==> config.mk <==
export PLATFORM = sky130hd
export DESIGN_NAME = hazard_ctrl_flat
export DESIGN_NICKNAME = d
export VERILOG_FILES = /design/src/rtl/hazard_ctrl_if.sv /design/src/rtl/hazard_ctrl.sv /design/src/flat_wrapper.sv
export SDC_FILE = /design/constraint.sdc
export NUM_CORES = 1
export LEC_CHECK = 0
export CAP_MARGIN = 20
export CORE_MARGIN = 1
export CORE_UTILIZATION = 44
export CTS_CLUSTER_SIZE = 30
export DETAILED_ROUTE_END_ITERATION = 8
export PLACE_DENSITY = 0.87
export SLEW_MARGIN = 20
export SYNTH_ARGS = -nofsm -noshare
export SYNTH_HDL_FRONTEND = slang
export SYNTH_SLANG_ARGS = --single-unit
==> constraint.sdc <==
create_clock -name clk -period 4.28 [get_ports clk]
set_input_delay 1.284 -clock clk [delete_from_list [all_inputs] [get_ports clk]]
set_output_delay 1.284 -clock clk [all_outputs]
set_load 0.02 [all_outputs]
==> src/rtl/hazard_ctrl_if.sv <==
// hazard_ctrl_if: pipeline-hazard inputs and stage-control outputs of hazard_ctrl.
// Optional macro HAZARD_CTRL_PERF_EN adds the stall/flush performance-counter signals.
interface hazard_ctrl_if #(
  parameter int unsigned REG_AW = 5
`ifdef HAZARD_CTRL_PERF_EN
  ,
  parameter int unsigned CNT_W  = 16
`endif
);
  // Hazard sources from ID, EX and MEM
  logic [REG_AW-1:0] id_rs;
  logic [REG_AW-1:0] id_rt;
  logic              id_uses_rt;
  logic              ex_memread;
  logic [REG_AW-1:0] ex_rt;
  logic              mem_branch_taken;
  logic              mem_req;
  logic              dmem_ready;

  // Pipeline-register controls and status
  logic              pc_en;
  logic              if_id_en;
  logic              id_ex_en;
  logic              ex_mem_en;
  logic              if_id_flush;
  logic              id_ex_flush;
  logic              ex_mem_flush;
  logic              mem_wb_bubble;
  logic              mem_timeout;
  logic [1:0]        state;
`ifdef HAZARD_CTRL_PERF_EN
  logic [CNT_W-1:0]  stall_cnt;
  logic [CNT_W-1:0]  flush_cnt;
`endif

  modport master (
    output id_rs, id_rt, id_uses_rt, ex_memread, ex_rt,
           mem_branch_taken, mem_req, dmem_ready,
    input  pc_en, if_id_en, id_ex_en, ex_mem_en,
           if_id_flush, id_ex_flush, ex_mem_flush, mem_wb_bubble,
           mem_timeout, state
`ifdef HAZARD_CTRL_PERF_EN
    ,
    input  stall_cnt, flush_cnt
`endif
  );

  modport slave (
    input  id_rs, id_rt, id_uses_rt, ex_memread, ex_rt,
           mem_branch_taken, mem_req, dmem_ready,
    output pc_en, if_id_en, id_ex_en, ex_mem_en,
           if_id_flush, id_ex_flush, ex_mem_flush, mem_wb_bubble,
           mem_timeout, state
`ifdef HAZARD_CTRL_PERF_EN
    ,
    output stall_cnt, flush_cnt
`endif
  );
endinterface

==> src/rtl/hazard_ctrl.sv <==
// hazard_ctrl: 5-stage MIPS pipeline sequencer (load-use stall, branch flush,
// data-memory wait with watchdog). Optional macro HAZARD_CTRL_PERF_EN adds
// saturating stall/flush performance counters.
module hazard_ctrl #(
  parameter int unsigned REG_AW  = 5,
  parameter int unsigned TIMEOUT = 15,
  parameter int unsigned CNT_W   = 16
) (
  input  logic         clk,
  input  logic         rst,
  hazard_ctrl_if.slave bus
);
  localparam int unsigned WCNT_W = 8;

  typedef enum logic [1:0] {
    RUN      = 2'd0,
    LU_STALL = 2'd1,
    MEM_WAIT = 2'd2,
    FLUSH    = 2'd3
  } state_t;

  // Reject parameter values the counters cannot represent
  if (TIMEOUT < 1 || TIMEOUT > 255 || CNT_W < 1 || REG_AW < 1) begin : g_bad_cfg
    $error("hazard_ctrl: illegal parameter set");
  end

  state_t            r_state;
  state_t            w_state_nxt;
  logic [WCNT_W-1:0] r_wait_cnt;
  logic [WCNT_W-1:0] w_wait_cnt_nxt;
  logic [WCNT_W:0]   w_cnt_inc;
  logic              r_timeout;
  logic              w_wait;
  logic              w_lu;
  logic              w_fire;
  logic              w_br_act;
  logic              w_pc_en, w_if_id_en, w_id_ex_en, w_ex_mem_en;
  logic              w_if_id_flush, w_id_ex_flush, w_ex_mem_flush, w_mem_wb_bubble;

  assign w_wait = bus.mem_req && !bus.dmem_ready;
  assign w_lu   = bus.ex_memread && (bus.ex_rt != '0) &&
                  ((bus.ex_rt == bus.id_rs) || (bus.id_uses_rt && (bus.ex_rt == bus.id_rt)));
  assign w_cnt_inc = (WCNT_W+1)'(r_wait_cnt) + (WCNT_W+1)'(1);

  // Next state, wait counter and stage controls; priority reset > wait > branch > load-use
  always_comb begin
    w_state_nxt     = RUN;
    w_wait_cnt_nxt  = '0;
    w_fire          = 1'b0;
    w_br_act        = 1'b0;
    w_pc_en         = 1'b1;
    w_if_id_en      = 1'b1;
    w_id_ex_en      = 1'b1;
    w_ex_mem_en     = 1'b1;
    w_if_id_flush   = 1'b0;
    w_id_ex_flush   = 1'b0;
    w_ex_mem_flush  = 1'b0;
    w_mem_wb_bubble = 1'b0;
    if (!rst) begin
      w_pc_en         = 1'b0;
      w_if_id_en      = 1'b0;
      w_id_ex_en      = 1'b0;
      w_ex_mem_en     = 1'b0;
      w_if_id_flush   = 1'b1;
      w_id_ex_flush   = 1'b1;
      w_ex_mem_flush  = 1'b1;
      w_mem_wb_bubble = 1'b1;
    end else begin
      // Watchdog: the TIMEOUT-th MEM_WAIT cycle is treated as a completed access
      w_fire = (r_state == MEM_WAIT) && w_wait && (w_cnt_inc == (WCNT_W+1)'(TIMEOUT));
      if (w_wait && !w_fire) begin
        w_pc_en         = 1'b0;
        w_if_id_en      = 1'b0;
        w_id_ex_en      = 1'b0;
        w_ex_mem_en     = 1'b0;
        w_mem_wb_bubble = 1'b1;
        w_state_nxt     = MEM_WAIT;
        if (r_state == MEM_WAIT) begin
          w_wait_cnt_nxt = w_cnt_inc[WCNT_W-1:0];
        end
      end else if (bus.mem_branch_taken && (r_state != FLUSH)) begin
        // A branch held in MEM during a wait is taken on release
        w_br_act       = 1'b1;
        w_if_id_flush  = 1'b1;
        w_id_ex_flush  = 1'b1;
        w_ex_mem_flush = 1'b1;
        w_state_nxt    = FLUSH;
      end else if (w_lu && (r_state == RUN)) begin
        w_pc_en       = 1'b0;
        w_if_id_en    = 1'b0;
        w_id_ex_flush = 1'b1;
        w_state_nxt   = LU_STALL;
      end
    end
  end

  // State, wait counter and sticky watchdog flag
  always_ff @(posedge clk) begin
    if (!rst) begin
      r_state    <= RUN;
      r_wait_cnt <= '0;
      r_timeout  <= 1'b0;
    end else begin
      r_state    <= w_state_nxt;
      r_wait_cnt <= w_wait_cnt_nxt;
      if (w_fire) begin
        r_timeout <= 1'b1;
      end
    end
  end

  assign bus.pc_en         = w_pc_en;
  assign bus.if_id_en      = w_if_id_en;
  assign bus.id_ex_en      = w_id_ex_en;
  assign bus.ex_mem_en     = w_ex_mem_en;
  assign bus.if_id_flush   = w_if_id_flush;
  assign bus.id_ex_flush   = w_id_ex_flush;
  assign bus.ex_mem_flush  = w_ex_mem_flush;
  assign bus.mem_wb_bubble = w_mem_wb_bubble;
  assign bus.mem_timeout   = r_timeout;
  assign bus.state         = 2'(r_state);

`ifdef HAZARD_CTRL_PERF_EN
  logic [CNT_W-1:0] r_stall_cnt;
  logic [CNT_W-1:0] r_flush_cnt;

  // Saturating counts of frozen-PC cycles and branch flushes
  always_ff @(posedge clk) begin
    if (!rst) begin
      r_stall_cnt <= '0;
      r_flush_cnt <= '0;
    end else begin
      if (!w_pc_en && (r_stall_cnt != '1)) begin
        r_stall_cnt <= r_stall_cnt + CNT_W'(1);
      end
      if (w_br_act && (r_flush_cnt != '1)) begin
        r_flush_cnt <= r_flush_cnt + CNT_W'(1);
      end
    end
  end

  assign bus.stall_cnt = r_stall_cnt;
  assign bus.flush_cnt = r_flush_cnt;
`endif
endmodule
==> src/flat_wrapper.sv <==
// flat-port wrapper written by rule: the top's interface ports become plain ports
module hazard_ctrl_flat 
#(
  parameter int unsigned REG_AW  = 5,
  parameter int unsigned TIMEOUT = 15,
  parameter int unsigned CNT_W   = 16
)
  (clk, rst, bus_id_rs, bus_id_rt, bus_id_uses_rt, bus_ex_memread, bus_ex_rt, bus_mem_branch_taken, bus_mem_req, bus_dmem_ready, bus_pc_en, bus_if_id_en, bus_id_ex_en, bus_ex_mem_en, bus_if_id_flush, bus_id_ex_flush, bus_ex_mem_flush, bus_mem_wb_bubble, bus_mem_timeout, bus_state);
  hazard_ctrl_if #(.REG_AW(REG_AW)) bus_i ();
  input  logic clk;
  input  logic rst;
  input wire logic [$bits(bus_i.id_rs)-1:0] bus_id_rs;
  input wire logic [$bits(bus_i.id_rt)-1:0] bus_id_rt;
  input wire logic [$bits(bus_i.id_uses_rt)-1:0] bus_id_uses_rt;
  input wire logic [$bits(bus_i.ex_memread)-1:0] bus_ex_memread;
  input wire logic [$bits(bus_i.ex_rt)-1:0] bus_ex_rt;
  input wire logic [$bits(bus_i.mem_branch_taken)-1:0] bus_mem_branch_taken;
  input wire logic [$bits(bus_i.mem_req)-1:0] bus_mem_req;
  input wire logic [$bits(bus_i.dmem_ready)-1:0] bus_dmem_ready;
  output wire logic [$bits(bus_i.pc_en)-1:0] bus_pc_en;
  output wire logic [$bits(bus_i.if_id_en)-1:0] bus_if_id_en;
  output wire logic [$bits(bus_i.id_ex_en)-1:0] bus_id_ex_en;
  output wire logic [$bits(bus_i.ex_mem_en)-1:0] bus_ex_mem_en;
  output wire logic [$bits(bus_i.if_id_flush)-1:0] bus_if_id_flush;
  output wire logic [$bits(bus_i.id_ex_flush)-1:0] bus_id_ex_flush;
  output wire logic [$bits(bus_i.ex_mem_flush)-1:0] bus_ex_mem_flush;
  output wire logic [$bits(bus_i.mem_wb_bubble)-1:0] bus_mem_wb_bubble;
  output wire logic [$bits(bus_i.mem_timeout)-1:0] bus_mem_timeout;
  output wire logic [$bits(bus_i.state)-1:0] bus_state;
  assign bus_i.id_rs = bus_id_rs;
  assign bus_i.id_rt = bus_id_rt;
  assign bus_i.id_uses_rt = bus_id_uses_rt;
  assign bus_i.ex_memread = bus_ex_memread;
  assign bus_i.ex_rt = bus_ex_rt;
  assign bus_i.mem_branch_taken = bus_mem_branch_taken;
  assign bus_i.mem_req = bus_mem_req;
  assign bus_i.dmem_ready = bus_dmem_ready;
  assign bus_pc_en = bus_i.pc_en;
  assign bus_if_id_en = bus_i.if_id_en;
  assign bus_id_ex_en = bus_i.id_ex_en;
  assign bus_ex_mem_en = bus_i.ex_mem_en;
  assign bus_if_id_flush = bus_i.if_id_flush;
  assign bus_id_ex_flush = bus_i.id_ex_flush;
  assign bus_ex_mem_flush = bus_i.ex_mem_flush;
  assign bus_mem_wb_bubble = bus_i.mem_wb_bubble;
  assign bus_mem_timeout = bus_i.mem_timeout;
  assign bus_state = bus_i.state;
  hazard_ctrl #(.REG_AW(REG_AW), .TIMEOUT(TIMEOUT), .CNT_W(CNT_W)) u_core (.clk(clk), .rst(rst), .bus(bus_i));
endmodule
## After elaboration in Yosys (flattened, before gate mapping)

Index checks and enable logic that the tools add are counted.

| storage, ports and cells | value |
|---|---|
| flip-flop bits (word level) | 11 |
| input bits | 22 |
| output and inout bits | 11 |

| cells by class | value |
|---|---|
| $add $sub $neg | 1 |
| equal/unequal tests | 5 |
| mux-type cells | 19 |
| bitwise gates (word level) | 1 |
| reductions and logical operators | 16 |

Operators with widths:

| cell | count |
|---|---|
| two-way mux 1 bit | 17 |
| == test 5 bit | 2 |
| adder 8 x 1 -> 9 bit, second input constant | 1 |
| == test 9 x 4 -> 1 bit, second input constant | 1 |
| logical AND 1 bit | 9 |
| nonzero test 5 bit | 1 |
| two-way mux 2 bit | 2 |
| AND reduction 3 bit | 1 |
| == test 2 bit, second input constant | 1 |
| logical NOT 1 bit | 2 |
| logical NOT 2 bit | 1 |
| inequality test 2 bit, second input constant | 1 |
| OR reduction 2 bit | 1 |
| logical OR 1 bit | 1 |
| NOT 1 bit | 1 |

## Longest topological paths before layout

| logic depth | value |
|---|---|
| depth after elaboration | 9 |
| mapped depth | 7 |
| depth with buffers taken out | 6 |

## Least setup slack after synthesis

Ideal clock, no wire load.

| path | value |
|---|---|
| path type | in2out |
| start | input port bus_mem_req |
| end | output port bus_if_id_flush |
| arrival | 2.865 ns |
| required time | 2.996 ns |
| path slack | 0.131 ns |
| stages | 6 |
| cells stage by stage | nor4bb_1 -> nand4bb_1 -> a21oi_4 -> a21boi_2 -> o21ai_0 -> buf_4 |

| between the ends | value |
|---|---|
| cells in the longest elaborated chain, start to end | 7 |

RTL lines:

| what | RTL line | source |
|---|---|---|
| from (decl) | flat_wrapper.sv:18 | `input wire logic [$bits(bus_i.mem_req)-1:0] bus_mem_req;` |
| logical AND 1 bit * | hazard_ctrl.sv:40 | `assign w_wait = bus.mem_req && !bus.dmem_ready;` |
| logical AND 1 bit (2 in a row) | hazard_ctrl.sv:70 | `w_fire = (r_state == MEM_WAIT) && w_wait && (w_cnt_inc == (WCNT_W+1)'(TIMEOUT));` |
| logical NOT 1 bit | hazard_ctrl.sv:71 | `if (w_wait && !w_fire) begin` |
| logical AND 1 bit * | hazard_ctrl.sv:71 |  |
| two-way mux 1 bit * (2 in a row) | n/a |  |
| to (decl) | flat_wrapper.sv:24 | `output wire logic [$bits(bus_i.if_id_flush)-1:0] bus_if_id_flush;` |

Every way passes the cells marked *; elsewhere a longest branch is shown, timed or not.

## Worst setup path after layout

| path | value |
|---|---|
| start | input port bus_ex_rt[2] |
| end | output port bus_if_id_en |

| between the ends | value |
|---|---|
| cells in the longest elaborated chain, start to end | 9 |
| elaborated cells on any way between the ends | 12 |
| classes of those cells | eq/ne: 2; mux: 4; reduce/logical: 6 |

RTL lines:

| what | RTL line | source |
|---|---|---|
| from (decl) | flat_wrapper.sv:16 | `input wire logic [$bits(bus_i.ex_rt)-1:0] bus_ex_rt;` |
| == test 5 bit | hazard_ctrl.sv:42 | `((bus.ex_rt == bus.id_rs) \|\| (bus.id_uses_rt && (bus.ex_rt == bus.id_rt)));` |
| logical AND 1 bit | hazard_ctrl.sv:42 |  |
| logical OR 1 bit | hazard_ctrl.sv:42 |  |
| logical AND 1 bit * | hazard_ctrl.sv:41 | `assign w_lu = bus.ex_memread && (bus.ex_rt != '0) &&` |
| logical AND 1 bit * | hazard_ctrl.sv:88 | `end else if (w_lu && (r_state == RUN)) begin` |
| two-way mux 1 bit * | hazard_ctrl.sv:88 |  |
| two-way mux 1 bit * | hazard_ctrl.sv:81 | `end else if (bus.mem_branch_taken && (r_state != FLUSH)) begin` |
| two-way mux 1 bit * | hazard_ctrl.sv:71 |  |
| two-way mux 1 bit * | hazard_ctrl.sv:59 | `if (!rst) begin` |
| to (decl) | flat_wrapper.sv:21 | `output wire logic [$bits(bus_i.if_id_en)-1:0] bus_if_id_en;` |

Marks and branches as above.

==> impl_metrics.toml <==
[sta]
finClkSkew_ns = 0.00628
period_share_pct = 98.3
rsz0062_at_grt = "no"
fmaxAchievable_ghz = 0.238
min_period_ns = 4.21
worst_pin_slew_ns = 0.348
relSlewSlack_pct = 76.8
slew_violations = 0
hold_viol_final = 0
fin_hold_ws_ns = 0.481
setup_viol = 0

[synth]
synth_edf_count = 0
synth-simple-area-share_pct = 27.5
ys_types = 33
synth_compound_area_share_pct = 14.2
synth_xor_area_share_pct = 18.2
netlist_area_um2 = 768
yosysSeqAreaShare_pct = 28.7
synthesis.nets = 113
ys_seq_elements = 11
yosys_warnings = 0
synth.area.mux_share_pct = 2.77
synth_fa_ha_area_share_pct = 3.26
synth_top_family_by_area = "simple AND/OR/NAND/NOR gates"
synthArstFlopShare_pct = 0
syn_area_per_cell_um2 = 8.63
synth_cells = 89
ys.flop_type = "dfxtp_1"

[global_routing]
globalRouteMet1Util_pct = 24.6
grt_max_degree = 8
grt_pass1_vias = 784
grt_pass1_wl_mm = 3.44
antenna_found_initial = 0
grtUsageMet2_pct = 47.5
grt.busiest_layer = "met2"
grtUsageMet3_pct = 6.67
grtUsageTotal_pct = 25.3
grt_overflow = 0

[die]
dieHeight_um = 43.8
die-area_um2 = 1920
rows = 14
ios = 33
die_w_um = 43.8
start_util_pct = 48.7
core_um2 = 1580

[routing]
wl_per_cell_um = 14.8
wl_mm = 2.18
viasPerCell = 5.54
drt_first_pass_iters = 6
vias = 815
first_iter_violations = 18
ant_nets = 0
drc = 1

[pwr]
switchingPower_uw = 72.5
irDropWorstVdd_uv = 196
combPwrFrac_pct = 28.7
power.internal_uw = 182
powerDensity_nw_per_um2 = 212
total_power_uw = 254
pwr-share-clk_pct = 29.5
p_leak_uw = 0.000470
seq_power_share_pct = 41.8
switching_share_pct = 28.5

[placement]
hpwl_mm = 1.64
io_buffer_count = 32
post_dp_cell_area_um2 = 1150
gp_congestion = 0.771

[clocking]
cts_max_path_buffers = 2
cts_setup_buffers = 0
htreeDepth = 1
cts_buffers = 3
cts_tree = "built"
clockRootBuffer = "clkbuf_4"
clkTransAtPathRegs_ns = 0.07
cts.sinks = 11
clk_latency_ns = 0.28

[final_layout]
drive_gt1_share_pct = 27.5
antennaDiodeCount = 0
area_growth_pct = 55.9
fin_util_pct = 76.0
fin_nets = 156
fin_area_um2 = 1200

[critical_path]
critPathKind = "input pin to primary output"
critical_path_required_ns = 3.00
cp.arrival_ns = 2.92
critPathCaptureType = "primary output"
cp_slowest_stage_delay_ns = 0.50
cp-start-kind = "input pin"
cp_max_fo = 2
cpMaxStageDelayCell = "or4_4"
path_cells = "clkdlybuf4s50_1, or4_4, nor2_4, nor4b_2, a311oi_2, buf_4"

[run_status]
violations = "DRC"
status = "finished, violations left"

[worst_hold_path]
hp-class = "register to register"

[run]
drv_cap = 0
[cells in the final DEF (no fill, tap or decap), types with 2 or more instances in the layout]
| cell type | count |
|---|---|
| clkdlybuf4s50_1 | 20 |
| nor2_1 | 14 |
| xnor2_1 | 13 |
| buf_4 | 12 |
| dfxtp_1 | 11 |
| nand2_1 | 9 |
| buf_2 | 6 |
| nand3_1 | 4 |
| dlymetal6s2s_1 | 4 |
| a21oi_1 | 3 |
| xor2_1 | 3 |
| clkbuf_4 | 3 |
| inv_1 | 2 |
| ha_1 | 2 |
[metal layers]
layer | part of all wire (%) | wire (um)
met3 | 6.2 | 135
met5 | 0 | 0
met1 | 35 | 760
met4 | 3.1 | 68
met2 | 56 | 1220
[layout make-up]
cell class              count  area, um2
inverters                   2       7.51
clock buffers               4       26.3
flip-flops and latches     11        220
fillers                   100        379
multi-input cells          72        553
repair buffers             42        370
well taps                  16       20.0
[flip-flops by register name, summed over array words and instances (netlist names)]
| signal | flops |
|---|---|
| u_core.bus.state | 2 |
| u_core.bus.mem_timeout | 1 |
| u_core.r_wait_cnt | 8 |
[Yosys cell counts, types with 2 or more instances]
master,number,area (um2)
nor2_1,15,56.3
xnor2_1,13,114
dfxtp_1,11,220
nand2_1,9,33.8
nand3_1,4,20.0
a21oi_1,3,15.0
buf_4,3,22.5
xor2_1,3,26.3
ha_1,2,25.0
inv_1,2,7.51
o21ai_0,2,10.0
[per-stage QoR]
step,setup WS [ns],std cells,TNS (ns)
6_report,0.0720,147,0
5_1_grt,0.0224,147,0
4_1_cts,0.00980,147,0
3_5_place_dp,-0.561,143,-4.07
3_3_place_gp,-0.464,143,-3.23
2_1_floorplan,0.131,89,0
[power by group through the flow]
stage          registers, uW  logic (uW)  clock network, uW
5_1_grt                  106        77.0               79.8
3_5_place_dp             108        73.2                  0
2_1_floorplan            109        28.6                  0
3_3_place_gp             108        70.2                  0
4_1_cts                  106        71.9               76.5
6_report                 106        72.8               75.0
[kinds of logic (layout without fill, tap and decap cells)]
logic type	after synthesis	in the layout
muxes	2	2
xor gates and xnor gates	16	16
DFF	11	11
buffers and inverters	6	48
and+or+nand+nor	39	39
adders and majority gates	2	2
AOI/OAI and AO/OA	13	13
[worst paths after layout]
check | start | endpoint | slack, ns | cells after the start
setup / recovery | bus_ex_rt[2] | bus_if_id_en | 0.07 | 6
hold / removal | u_core.bus.mem_timeout | u_core.bus.mem_timeout | 0.48 | 2
setup reg to reg | u_core.r_wait_cnt[0] | u_core.bus.state[0] | 2.25 | 7
hold reg to reg | u_core.bus.mem_timeout | u_core.bus.mem_timeout | 0.48 | 2
[critical path: cells and delay by family]
kind / cells / cell delay, ns
buf+inv: 2 / 0.63
simple gates: 3 / 0.69
compound gates: 1 / 0.31
[repair_timing]
action                     CTS  global route
hold buffers                 0             0
setup endpoints to repair    8             8
pin swaps                    2             5
gates resized for setup     37            14
Note: power is estimated with default switching activity, not from simulation.
==> RTL edit 1: new RTL, same settings <==
`REG_AW` is set to 5 in 3 places; all go to 6.
--- a/src/rtl/hazard_ctrl_if.sv
+++ b/src/rtl/hazard_ctrl_if.sv
@@ -1,7 +1,7 @@
 // hazard_ctrl_if: pipeline-hazard inputs and stage-control outputs of hazard_ctrl.
 // Optional macro HAZARD_CTRL_PERF_EN adds the stall/flush performance-counter signals.
 interface hazard_ctrl_if #(
-  parameter int unsigned REG_AW = 5
+  parameter int unsigned REG_AW = 6
 `ifdef HAZARD_CTRL_PERF_EN
   ,
   parameter int unsigned CNT_W  = 16
--- a/src/rtl/hazard_ctrl.sv
+++ b/src/rtl/hazard_ctrl.sv
@@ -2,7 +2,7 @@
 // data-memory wait with watchdog). Optional macro HAZARD_CTRL_PERF_EN adds
 // saturating stall/flush performance counters.
 module hazard_ctrl #(
-  parameter int unsigned REG_AW  = 5,
+  parameter int unsigned REG_AW  = 6,
   parameter int unsigned TIMEOUT = 15,
   parameter int unsigned CNT_W   = 16
 ) (
--- a/src/flat_wrapper.sv
+++ b/src/flat_wrapper.sv
@@ -1,7 +1,7 @@
 // flat-port wrapper written by rule: the top's interface ports become plain ports
 module hazard_ctrl_flat 
 #(
-  parameter int unsigned REG_AW  = 5,
+  parameter int unsigned REG_AW  = 6,
   parameter int unsigned TIMEOUT = 15,
   parameter int unsigned CNT_W   = 16
 )
Ports: changed (resized bus_ex_rt, bus_id_rs and bus_id_rt); port bits go from 33 to 36. No check against the original RTL was run, so the function may have changed too.
==> RTL edit 1 against the unedited design <==
- setup slack better by 27 ps
- synthesized cell count is 3.4% higher
- sequential cell count stayed put
- cell area is 4.3% higher
- combinational power down 4.5%
- area after synthesis up 4.2%
- routed wire length decreased by 8.9%
- total power decreased by 2.6%
- die area up 4.0%
- cell count increased by 9.5%
- maximum frequency grew 0.66%
- non-clock buffer count increased by 1
- critical endpoint is now bus_id_ex_flush
==> RTL edit 1: results (changes against the unedited design) <==
* Status: complete, no violations
* Global-route wire length before repair at 3290 um (-4.2%)
* M1 WL at 778 um (+2.4%)
* Distinct cells, synth at 36 (+9.1%)
* Via-per-instance ratio at 5.27 (-4.9%)
* Number of global-route vias before repair at 826 (+5.4%)
* Average wire per standard cell at 12.3 um (-17%)
* Crit-path max FO at 3 (+1)
* Initial DRC Count at 24 (+6)
* Fraction of layout cells with a size suffix above 1 at 22.8% (-4.7 points)
* Vias at 849 (+4.2%)
* RD Place Congestion at 0.932 (+21%)
* GR Util met2 at 44.7% (-2.8 points)
* Synthesized Nets at 119 (+5.3%)
* Met1 Usage GRT at 22.9% (-1.7 points)
* Tot GR Track Use at 22.6% (-2.7 points)
* Synth cell count leaders: nor2_1, dfxtp_1, xnor2_1, xor2_1, nand2_1
* Synthesis-to-finish area growth at 55.9% (about the same)
* First-pass DRT Iterations at 4 (-2)
* Pleak at 0.519 nW (+10%)
* Max-slew headroom at 78.7% (+2.0 points)
* Post-Synthesis Cells at 92 (+3.4%)
* Met3 WL post-DR at 116 um (-14%)
* Met3 GRT Util at 2.04% (-4.6 points)
* Met2 WL at 1060 um (-13%)
* Largest cells by area after synthesis: dfxtp_1, xnor2_1, xor2_1, nor2_1, ha_1
* Clock Skew at 0.888 ps (-5.39 ps)
* Share of the synthesized area in the top cell type at 27.5% (-1.2 points)
## RTL edit 1: final timing paths
kind	startpoint	end	slack, ps	cells after the start
worst max register to register	u_core.r_wait_cnt[0]	u_core.r_wait_cnt[3]	2410	7
worst min-delay path	u_core.bus.mem_timeout	u_core.bus.mem_timeout	470	1
worst min register to register	u_core.bus.mem_timeout	u_core.bus.mem_timeout	470	1
worst max-delay path	bus_ex_rt[0]	bus_id_ex_flush	100	7
## RTL edit 1: kinds of logic after synthesis
logic type / after synthesis / share of synthesized area, %
buffers and inverters: 6 / 4.22
adder cells (fa/ha/maj): 2 / 3.12
AND/OR/NAND/NOR: 38 / 28.0
flip-flops: 11 / 27.5
AO/OA/AOI/OAI: 14 / 13.1
multiplexers: 3 / 4.37
XOR/XNOR: 18 / 19.7
## RTL edit 1: metrics by stage
step / util [%] / hold WS, ps
global route: 73.1 / 487
floorplan: - / 448
CTS: 72.7 / 470
finish: 73.1 / 468
detailed placement: 71.0 / 454
global placement: 71.0 / 452
## RTL edit 1: layout make-up
class	count	share of cell area, %
timing repair buffer	43	31.1
multi-input combinational	75	45.8
tap	25	2.51
inverter	3	0.902
sequential	11	17.6
clock buffer	4	2.10
## RTL edit 1: report_power, final
| part | switching (mW) | total, mW | internal [mW] |
|---|---|---|---|
| Clock | 0.0363 | 0.0725 | 0.0362 |
| Combinational | 0.0291 | 0.0695 | 0.0404 |
| Sequential | 0.00183 | 0.106 | 0.104 |
| Total | 0.0672 | 0.248 | 0.180 |
## RTL edit 1: critical path, cell delays in order
cell and delay [ps]:
clkdlybuf4s50_1 500, xor2_1 210, nor4_1 280, o21ai_1 140, buf_4 160, a22oi_1 150, buf_4 170
## RTL edit 1: repair_timing
item                       CTS  global route
pin swaps                    2             3
setup endpoints to repair    8             7
buffers inserted             0             1
gates resized for setup     36             9
==> RTL edit 2: new RTL, same flow settings <==
Without the edit above. `TIMEOUT` is set to 15 in 2 places; all go to 11.
--- a/src/rtl/hazard_ctrl.sv
+++ b/src/rtl/hazard_ctrl.sv
@@ -3,7 +3,7 @@
 // saturating stall/flush performance counters.
 module hazard_ctrl #(
   parameter int unsigned REG_AW  = 5,
-  parameter int unsigned TIMEOUT = 15,
+  parameter int unsigned TIMEOUT = 11,
   parameter int unsigned CNT_W   = 16
 ) (
   input  logic         clk,
--- a/src/flat_wrapper.sv
+++ b/src/flat_wrapper.sv
@@ -2,7 +2,7 @@
 module hazard_ctrl_flat 
 #(
   parameter int unsigned REG_AW  = 5,
-  parameter int unsigned TIMEOUT = 15,
+  parameter int unsigned TIMEOUT = 11,
   parameter int unsigned CNT_W   = 16
 )
   (clk, rst, bus_id_rs, bus_id_rt, bus_id_uses_rt, bus_ex_memread, bus_ex_rt, bus_mem_branch_taken, bus_mem_req, bus_dmem_ready, bus_pc_en, bus_if_id_en, bus_id_ex_en, bus_ex_mem_en, bus_if_id_flush, bus_id_ex_flush, bus_ex_mem_flush, bus_mem_wb_bubble, bus_mem_timeout, bus_state);
Check against the original RTL: no difference found for any inputs over 10 cycles, from zero or initial values and one cycle with rst low; that may be too few to reach the edited logic, so the function may still have changed.
==> RTL edit 2 against the unedited design <==
- total power is 4.2% lower
- cell area is 6.0% lower
- sequential cell count stayed put
- highest routed layer unchanged
- setup slack better by 17 ps
- cell count is 6.8% lower
- area after synthesis is 9.0% lower
- routed wire length is 15% lower
- critical path type unchanged
- core utilization is 0.32 points lower
- largest cell class unchanged
==> RTL edit 2: results (changes against the unedited design) <==
* Status: complete, no violations
* XOR/XNOR share of the synthesized area at 20.0% (+1.8 points)
* Placed insts at 130 (-9.1%)
* WP data arrival at 2910 ps (about the same)
* Largest net degree at the start of global routing at 9 (+1)
* Met2 WL at 876 um (-28%)
* Adder-cell share of the synthesized area at 3.58% (+0.32 points)
* ANT nets after route at 0 (unchanged)
* Buffers on Ports at 32 (unchanged)
* FF-to-FF setup slack at 2050 ps (-200 ps)
* Sequential share of the synthesized area at 31.5% (+2.8 points)
* Distinct cells, synth at 29 (-12%)
* Worst-Margin Slew at 634 ps (+286 ps)
* Largest buffer count on any clock path at 2 (unchanged)
* Fin nets at 146 (-6.4%)
* Worst r2r dst: u_core.r_wait_cnt[5]
* Initial antenna violation count at 0 (unchanged)
* Post-DP HPWL at 1320 um (-19%)
* M1 WL at 808 um (+6.3%)
* Most flops, register: u_core.r_wait_cnt
* Clock Skew at 1.14 ps (-5.14 ps)
* Synth Area in Compound Gates at 14.3% (+0.14 points)
* Crit-path max FO at 3 (+1)
* R2R cell count at 9 (+2)
* Root Buffer: clkbuf_4
* RR Startpoint: u_core.r_wait_cnt[0]
* Tot GR Track Use at 21.6% (-3.6 points)
* Mux cell area share after synthesis at 0% (-2.8 points)
* Avg Cell Area, Syn at 8.74 um2 (+1.3%)
* Number of global-route vias before repair at 665 (-15%)
* Final wirelength at 1860 um (-15%)
* VDD IR max at 0.165 mV (-15%)
* Yosys top cell by area: dfxtp_1
* Clk slew on worst S/H paths at 70 ps (about the same)
* Fraction of layout cells with a size suffix above 1 at 23.1% (-4.3 points)
* Share of flip-flops with an asynchronous set or reset at 0% (unchanged)
* Placed cell areas at 1050 um2 (-8.3%)
* Sw Share at 26.9% (-1.7 points)
* Met3 WL post-DR at 148 um (+9.6%)
* Vias at 729 (-11%)
* Hold path cells at 1 (-1)
* Initial DRC Count at 10 (-8)
* Worst hold path type: flop to flop
* N_diodes at 0 (unchanged)
* Global-route wire length before repair at 2830 um (-18%)
* Worst skew pair latency at 270 ps
* Synth cell count leaders: xnor2_1, dfxtp_1, nor2_1, nand3_1, nand2_1
* Hold_ws at 474 ps (-6.89 ps)
* First-pass DRT Iterations at 4 (-2)
* Worst Hold Path EP: u_core.bus.mem_timeout
* Via-per-instance ratio at 5.32 (-4.0%)
* RD Place Congestion at 0.811 (+5.1%)
* Synthesized Nets at 104 (-8.0%)
* Max reg flops at 8 (unchanged)
* Largest cells by area after synthesis: dfxtp_1, xnor2_1, nor2_1, nand3_1, a2111oi_2
* Pleak at 0.424 nW (-9.9%)
* Share of the synthesized area in the top cell type at 31.5% (+2.8 points)
* Total CTS buffers at 3 (unchanged)
RTL edit 2: cells by family (layout without fill, tap and decap cells):
kind of cell | after synthesis | in the layout
XOR/XNOR | 16 | 16
buffers and inverters | 6 | 47
flip-flops | 11 | 11
AND/OR/NAND/NOR | 33 | 33
AO/OA/AOI/OAI | 12 | 12
adder cells (fa/ha/maj) | 2 | 2
RTL edit 2: timing repair:
| item | CTS | global route |
|---|---|---|
| resized for setup | 29 | 9 |
| setup buffers | 2 | 1 |
| endpoints found under the setup margin | 8 | 8 |
| hold buffers | 0 | 0 |
| pin swaps | 3 | 3 |
| gates cloned | 0 | 0 |
RTL edit 2: layout make-up:
class                   count  area (um2)
multi-input cells          63         485
repair buffers             40         363
clock buffers               4        26.3
well taps                  16        20.0
flip-flops and latches     11         220
inverters                   3        11.3
fillers                   114         363
RTL edit 2: power by group through the flow:
stage	clock network, mW	registers [mW]	logic, mW
global placement	0	0.108	0.0663
floorplan	0	0.109	0.0282
CTS	0.0728	0.105	0.0643
finish	0.0711	0.105	0.0670
global route	0.0784	0.106	0.0713
detailed placement	0	0.108	0.0679
RTL edit 2: worst max-delay path by stage:
| stage | depth (start not counted) | slack [ps] | endpoint | start |
|---|---|---|---|---|
| detailed placement | 7 | -610 | bus_ex_mem_flush | bus_dmem_ready |
| CTS | 8 | -40 | bus_ex_mem_flush | bus_dmem_ready |
| global route | 6 | 40 | bus_id_ex_flush | bus_ex_rt[0] |
| global placement | 7 | -470 | bus_ex_mem_flush | bus_mem_req |
| floorplan | 6 | 120 | bus_if_id_flush | bus_dmem_ready |
| finish | 6 | 90 | bus_id_ex_flush | bus_ex_rt[0] |
RTL edit 2: critical path, stage by stage:
cell	delay [ps]
clkdlybuf4s50_1	460
or4_1	560
o2111ai_2	210
buf_4	150
a31oi_1	70
buf_4	160
RTL edit 2: per-layer routing:
| layer | vias to the layer above | track usage [%] |
|---|---|---|
| li1 | 361 | - |
| met1 | 327 | 25.2 |
| met2 | 36 | 37.5 |
| met3 | 5 | 4.78 |
| met4 | 0 | 9.68 |
| met5 | - | 0 |
RTL edit 2: per-stage QoR:
step	total power [mW]	setup WS [ps]
floorplan	0.137	115
global placement	0.174	-473
detailed placement	0.176	-614
CTS	0.242	-41.4
global route	0.255	42.3
finish	0.243	89.0
